===== config.mk =====
export PLATFORM = sky130hd
export DESIGN_NAME = uart_tx_mmio
export DESIGN_NICKNAME = d
export VERILOG_FILES = /design/src/rtl/uart_tx_mmio_pkg.sv /design/src/rtl/uart_tx_mmio_fifo.sv /design/src/rtl/uart_tx_mmio.sv
export SDC_FILE = /design/constraint.sdc
export NUM_CORES = 1
export LEC_CHECK = 0
export BUFFER_PORTS_ARGS = -buffer_cell sky130_fd_sc_hd__buf_4
export CORE_UTILIZATION = 50
export CTS_BUF_LIST = sky130_fd_sc_hd__clkbuf_8
export DETAILED_ROUTE_END_ITERATION = 12
export GPL_TIMING_DRIVEN = 0
export PLACE_DENSITY = 0.72
export SLEW_MARGIN = 25
export SYNTH_ARGS = -nofsm -noshare
export SYNTH_HDL_FRONTEND = slang
export SYNTH_SLANG_ARGS = --single-unit

===== constraint.sdc =====
create_clock -name i_CLK -period 3.15 [get_ports i_CLK]
set_input_delay 0.945 -clock i_CLK [delete_from_list [all_inputs] [get_ports i_CLK]]
set_output_delay 0.945 -clock i_CLK [all_outputs]
set_load 0.01 [all_outputs]

===== src/rtl/uart_tx_mmio_pkg.sv =====
// Shared definitions for the memory-mapped UART transmitter.
// Holds the register offsets, STATUS bit positions, serializer state
// encoding and the peripheral-window decode value used by Memory.
package uart_tx_mmio_pkg;

  // Register offsets (CPU address bit 0)
  localparam logic REG_TXDATA = 1'b0;
  localparam logic REG_STATUS = 1'b1;

  // STATUS bit positions
  localparam int STAT_BUSY      = 0;
  localparam int STAT_FULL      = 1;
  localparam int STAT_EMPTY     = 2;
  localparam int STAT_OVF       = 3;
  localparam int STAT_COUNT_LSB = 4;

  // Address bits [15:14] that select this peripheral window
  localparam logic [1:0] PERIPH_BASE = 2'b01;

  // Serializer states
  typedef enum logic [1:0] {
    ST_IDLE  = 2'd0,
    ST_START = 2'd1,
    ST_DATA  = 2'd2,
    ST_STOP  = 2'd3
  } tx_state_t;

endpackage


===== src/rtl/uart_tx_mmio_fifo.sv =====
// Synchronous FIFO used as the transmit byte queue.
// Ports:
//   clk, rst_n      clock, asynchronous active-low reset (empties the FIFO)
//   push, wr_data   write one entry at the rising edge
//   pop,  rd_data   rd_data shows the head combinationally; pop discards it
//   full, empty     occupancy flags
//   count           number of stored entries (0..DEPTH)
//
// Handshake: push/pop are single-cycle strobes. The caller only pushes when
// not full (or when popping in the same cycle) and only pops when not empty;
// the FIFO does not guard against misuse. Push and pop together leave count
// unchanged and advance both pointers.
module sync_fifo #(
  parameter int WIDTH = 8,
  parameter int DEPTH = 8
) (
  input  logic                     clk,
  input  logic                     rst_n,
  input  logic                     push,
  input  logic                     pop,
  input  logic [WIDTH-1:0]         wr_data,
  output logic [WIDTH-1:0]         rd_data,
  output logic                     full,
  output logic                     empty,
  output logic [$clog2(DEPTH):0]   count
);

  localparam int AW = $clog2(DEPTH);
  localparam int CW = AW + 1;

  logic [WIDTH-1:0] mem [DEPTH];
  logic [AW-1:0]    wr_ptr;
  logic [AW-1:0]    rd_ptr;

  // Storage needs no reset: an empty FIFO never exposes it.
  always_ff @(posedge clk) begin
    if (push) mem[wr_ptr] <= wr_data;
  end

  // DEPTH is a power of two, so pointers wrap by natural overflow.
  always_ff @(posedge clk or negedge rst_n) begin
    if (!rst_n) begin
      wr_ptr <= '0;
      rd_ptr <= '0;
      count  <= '0;
    end else begin
      if (push) wr_ptr <= wr_ptr + AW'(1);
      if (pop)  rd_ptr <= rd_ptr + AW'(1);
      case ({push, pop})
        2'b10:   count <= count + CW'(1);
        2'b01:   count <= count - CW'(1);
        default: count <= count;
      endcase
    end
  end

  // When full and popping/pushing together, the head is read here before
  // the write overwrites that same slot at the edge.
  assign rd_data = mem[rd_ptr];
  assign full    = (count == CW'(DEPTH));
  assign empty   = (count == '0);

endmodule


===== src/rtl/uart_tx_mmio.sv =====
// Memory-mapped UART transmitter (8N1) for the 0x4000-0x7FFF peripheral
// window. The CPU writes bytes to TXDATA; they queue in a FIFO and are
// serialized onto o_TX at CLKS_PER_BIT clocks per bit.
// Ports:
//   i_CLK       system clock
//   i_RESET_n   asynchronous active-low reset
//   i_Select    peripheral selected (decoded by Memory), gates writes
//   i_Address   register offset: 0 = TXDATA (write), 1 = STATUS (read)
//   i_Data      CPU write data
//   i_Write_EN  CPU write strobe
//   o_Data      read data, combinational, independent of i_Select
//   o_TX        serial line, registered, idle high
module uart_tx_mmio
  import uart_tx_mmio_pkg::*;
#(
  parameter int CLKS_PER_BIT = 217,
  parameter int FIFO_DEPTH   = 8
) (
  input  logic        i_CLK,
  input  logic        i_RESET_n,
  input  logic        i_Select,
  input  logic        i_Address,
  input  logic [15:0] i_Data,
  input  logic        i_Write_EN,
  output logic [15:0] o_Data,
  output logic        o_TX
);

  localparam int BAUD_W = $clog2(CLKS_PER_BIT);
  localparam int CW     = $clog2(FIFO_DEPTH) + 1;

  logic          fifo_full;
  logic          fifo_empty;
  logic [CW-1:0] fifo_count;
  logic [7:0]    fifo_rd_data;
  logic          wr_txdata;
  logic          wr_status;
  logic          push;
  logic          pop;
  logic          overflow;
  logic [15:0]   status;

  // Serializer state; kept as a named signal for debug visibility.
  tx_state_t         state;
  logic [BAUD_W-1:0] baud_cnt;
  logic [2:0]        bit_idx;
  logic [7:0]        shift;
  logic              tx_q;
  logic              baud_done;

  // Upper write-data byte carries no meaning for this block.
  logic unused_data_hi;
  assign unused_data_hi = ^i_Data[15:8];

  assign wr_txdata = i_Select & i_Write_EN & (i_Address == REG_TXDATA);
  assign wr_status = i_Select & i_Write_EN & (i_Address == REG_STATUS);

  // The serializer takes the head only from IDLE, so pop never happens on
  // an empty FIFO. A push into a full FIFO still fits if a pop frees a slot
  // in the same cycle.
  assign pop  = (state == ST_IDLE) & ~fifo_empty;
  assign push = wr_txdata & (~fifo_full | pop);

  sync_fifo #(
    .WIDTH (8),
    .DEPTH (FIFO_DEPTH)
  ) u_fifo (
    .clk     (i_CLK),
    .rst_n   (i_RESET_n),
    .push    (push),
    .pop     (pop),
    .wr_data (i_Data[7:0]),
    .rd_data (fifo_rd_data),
    .full    (fifo_full),
    .empty   (fifo_empty),
    .count   (fifo_count)
  );

  // Sticky overflow: set by a dropped byte, cleared by writing STATUS with
  // bit 3 set. Set and clear target different offsets, so never coincide.
  always_ff @(posedge i_CLK or negedge i_RESET_n) begin
    if (!i_RESET_n) begin
      overflow <= 1'b0;
    end else if (wr_txdata & ~push) begin
      overflow <= 1'b1;
    end else if (wr_status & i_Data[STAT_OVF]) begin
      overflow <= 1'b0;
    end
  end

  assign baud_done = (baud_cnt == BAUD_W'(CLKS_PER_BIT - 1));

  // tx_q is updated together with each state change so the line value is
  // registered and switches exactly on bit boundaries.
  always_ff @(posedge i_CLK or negedge i_RESET_n) begin
    if (!i_RESET_n) begin
      state    <= ST_IDLE;
      baud_cnt <= '0;
      bit_idx  <= '0;
      shift    <= '0;
      tx_q     <= 1'b1;
    end else begin
      case (state)
        ST_IDLE: begin
          tx_q <= 1'b1;
          if (!fifo_empty) begin
            shift    <= fifo_rd_data;
            baud_cnt <= '0;
            bit_idx  <= '0;
            tx_q     <= 1'b0;
            state    <= ST_START;
          end
        end
        ST_START: begin
          if (baud_done) begin
            baud_cnt <= '0;
            tx_q     <= shift[0];
            state    <= ST_DATA;
          end else begin
            baud_cnt <= baud_cnt + BAUD_W'(1);
          end
        end
        ST_DATA: begin
          if (baud_done) begin
            baud_cnt <= '0;
            if (bit_idx == 3'd7) begin
              tx_q  <= 1'b1;
              state <= ST_STOP;
            end else begin
              shift   <= shift >> 1;
              tx_q    <= shift[1];
              bit_idx <= bit_idx + 3'd1;
            end
          end else begin
            baud_cnt <= baud_cnt + BAUD_W'(1);
          end
        end
        ST_STOP: begin
          if (baud_done) begin
            baud_cnt <= '0;
            tx_q     <= 1'b1;
            state    <= ST_IDLE;
          end else begin
            baud_cnt <= baud_cnt + BAUD_W'(1);
          end
        end
        default: state <= ST_IDLE;
      endcase
    end
  end

  assign o_TX = tx_q;

  always_comb begin
    status                          = 16'h0000;
    status[STAT_BUSY]               = (state != ST_IDLE);
    status[STAT_FULL]               = fifo_full;
    status[STAT_EMPTY]              = fifo_empty;
    status[STAT_OVF]                = overflow;
    status[STAT_COUNT_LSB +: 4]     = 4'(fifo_count);
  end

  // TXDATA is write-only and reads as zero; reads have no side effects.
  assign o_Data = (i_Address == REG_STATUS) ? status : 16'h0000;

endmodule


==> out/results.tsv <==
stage	metric	value	unit
yosys	synthXorXnorAreaFrac	1.80	%
worst_setup_path	worstPathRequired	3.14	ns
timing	hold_viol_final	0	
power	p_leak	1.92	nW
yosys	synth_top_family_by_area	multiplexers	
finish	diodes	0	
global_route	gr-total-overflow	0	
yosys	netlist_instances	291	
yosys	synth_area	0.00437	sq mm
clocking	cts_tree	done	
timing	setup_viol	0	
finish	final_cells	440	
die	row_count	33	
global_route	grt_max_degree	34	
yosys	ys.flop_type	edfxtp_1	
die	die_x	95.5	um
yosys	synthMuxAreaShare	12.8	%
timing	finalCritPeriodShare	91.6	%
yosys	yosys_warnings	0	
power	peakVddDrop	0.382	mV
yosys	synth_adder_area_share	3.15	%
global_route	grt_use_total	18.5	%
die	die_area	0.00912	sq mm
yosys	synth_compound_area_share	6.70	%
finish	final_area	0.00490	sq mm
yosys	ys_seq_elements	97	
routing	ant_nets	0	
place	portBuffers	21	
routing	num_vias	2424	
place	gp_congestion	0.753	
place	placed_area	0.00469	sq mm
clocking	h-tree-depth	3	
clocking	clock_latency	0.37	ns
clocking	cts_setup_buffers	0	
worst_setup_path	start_kind	flip-flop	
clocking	hold_buffers	0	
worst_setup_path	critPathArrivalTime	2.88	ns
yosys	ys_seq_area_share	62.9	%
timing	worst_pin_slew	0.935	ns
yosys	syn_area_per_cell	15.0	sq um
yosys	synth_edf_count	64	
routing	first_pass_iters	4	
place	dp.cells	424	
worst_setup_path	rrSetupSlack	0.26	ns
global_route	antenna_found_initial	0	
timing	setup_ws	0.265	ns
routing	wl	7.34	mm
timing	skew	0.0117	ns
clocking	cts_sinks	97	
worst_setup_path	endpoint_kind	flip-flop	
finish	synthToLayoutAreaGrowth	12.2	%
die	core	0.00834	sq mm
power	p_per_area	843	mW/mm^2
die	die-height	95.5	um
finish	fin_nets	362	
clocking	clockRootBuffer	clkbuf_8	
yosys	ys_types	47	
finish	fillers	659	
die	ios	38	
routing	wl_per_cell	16.7	um
global_route	grt_pass1_vias	2355	
job	cap_violations	0	
outcome	status	finished clean	
timing	slew_headroom	37.5	%
finish	drive_above_1_share	26.9	%
power	fin_total_pwr	4.13	mW
timing	rsz0062_at_grt	no	
timing	setup-tns-final	0	ns
place	dpl.hpwl	4.96	mm
clocking	cts-buffers-inserted	9	
routing	routed_via_density	5.51	
yosys	synthSimpleGateAreaFrac	7.96	%
clocking	cts_buffer_depth	2	
timing	max_freq	347	MHz
clocking	postCtsResizedCells	0	
worst_setup_path	path_max_fanout	10	
timing	min_period	2.89	ns
clocking	clk_pin_slew_worst_paths	0.09	ns
timing	drv_slew	0	
worst_setup_path	path_class	reg2reg	
die	initial_core_util	52.4	%
routing	drc	0	
yosys	async_reset_ff_share	34.0	%
routing	detail_route.iter0.violations	153	
worst_hold_path	hold_path_class	reg2reg	
global_route	grt_pass1_wl	12.2	mm
place	pre_cts_ws	-0.0835	ns
metal layers:
| metal | up-vias | wire [um] | GRT usage (%) |
|---|---|---|---|
| met1 | 1212 | 3370 | 25.1 |
| met2 | 51 | 3540 | 29.2 |
| li1 | 1148 | - | - |
| met5 | - | 0 | 0 |
| met4 | 0 | 174 | 8.83 |
| met3 | 13 | 255 | 3.03 |
metrics by stage:
stage,utilization [%],hold WS (ns)
floorplan,-,0.457
detailed placement,56.3,0.471
CTS,58.8,0.484
global route,58.8,0.516
finish,58.8,0.479
global placement,56.2,0.465
final cells by class:
cell class | instances | area [sq um] | share of cell area [%]
sequential | 97 | 2750 | 56.1
buffer | 21 | 153 | 3.11
clock buffer | 9 | 124 | 2.53
clock inverter | 7 | 83.8 | 1.71
multi-input combinational | 167 | 1460 | 29.7
inverter | 13 | 48.8 | 0.995
tap | 105 | 131 | 2.68
timing repair buffer | 21 | 158 | 3.22
cell usage in the layout, fill, tap and decap left out, types with 4 or more instances in the layout:
cell type and count:
a21oi_1 11, a22o_1 4, and2_1 7, buf_2 4, buf_4 31, clkbuf_1 4
clkbuf_8 9, conb_1 8, dfrtp_1 32, edfxtp_1 64, ha_1 11, inv_1 13
mux2_2 6, mux2_4 4, mux2i_1 7, mux4_2 16, nand2_1 14, nand2b_1 8
nand3_1 7, nor2_1 12, nor2b_1 4, nor3_1 5, o21ai_0 6, o22ai_1 4
xnor2_1 4, xor2_1 5
final timing paths:
kind / from / end / cells past startpoint
max: state[1]$_DFFE_PN0P_ / u_fifo.mem[4][1]$_DFFE_PP_ / 7
min: o_TX$_DFFE_PN1P_ / o_TX$_DFFE_PN1P_ / 2
min reg2reg: o_TX$_DFFE_PN1P_ / o_TX$_DFFE_PN1P_ / 2
max in group asynchronous: i_RESET_n / o_TX$_DFFE_PN1P_ / 1
max reg2reg: state[1]$_DFFE_PN0P_ / u_fifo.mem[4][1]$_DFFE_PP_ / 7
min in group asynchronous: i_RESET_n / baud_cnt[7]$_DFFE_PN0P_ / 1
logic make-up (layout without fill, tap and decap cells):
| kind of cell | Yosys count | in the layout |
|---|---|---|
| DFF | 97 | 97 |
| and+or+nand+nor | 67 | 67 |
| AOI/OAI and AO/OA | 39 | 39 |
| buffers and inverters | 34 | 71 |
| muxes | 33 | 33 |
| adders and majority gates | 11 | 11 |
| xor gates and xnor gates | 9 | 9 |
| other | 1 | 8 |
state kept, by name, indices dropped and copies added, names as in the netlist:
| name | cells |
|---|---|
| baud_cnt | 8 |
| state | 2 |
| u_fifo.mem | 64 |
| u_fifo.rd_ptr | 3 |
| o_TX | 1 |
| shift | 8 |
| u_fifo.count | 4 |
| overflow | 1 |
| bit_idx | 3 |
| u_fifo.wr_ptr | 3 |
where the power goes:
part           internal (mW)  switching, mW  total (mW)  leakage [nW]
clock network          0.383          0.467       0.850         0.103
registers               1.57          0.160        1.73         0.979
logic                  0.785          0.764        1.55         0.834
cells in the mapped netlist, drive strengths merged (2+ instances only):
library cell | number | area share (%)
and2 | 8 | 1.2
a211oi | 2 | 0.34
nand2b | 8 | 1.1
mux2 | 10 | 2.9
nand3 | 7 | 0.80
a21oi | 12 | 1.5
xnor2 | 4 | 0.80
o21ai | 6 | 0.69
ha | 11 | 3.2
nor3 | 7 | 0.80
nor2 | 12 | 1.0
nor2b | 5 | 0.77
inv | 13 | 1.1
a22o | 4 | 0.80
edfxtp | 64 | 44
a21o | 2 | 0.37
nand2 | 14 | 1.2
dfrtp | 32 | 18
o22ai | 4 | 0.57
buf | 17 | 3.2
o221ai | 3 | 0.60
mux2i | 7 | 1.6
clkbuf | 4 | 0.34
xor2 | 5 | 1.0
mux4 | 16 | 8.2
critical path, cell delays in order (launching register included):
cell and delay, ns:
dfrtp_1 0.43, inv_1 0.09, ha_1 0.13, buf_2 0.23, nor2b_1 0.12, a21oi_1 0.52, nand2b_1 0.22, nor2_1 0.77
No activity file was read; power rests on OpenSTA's default activity.
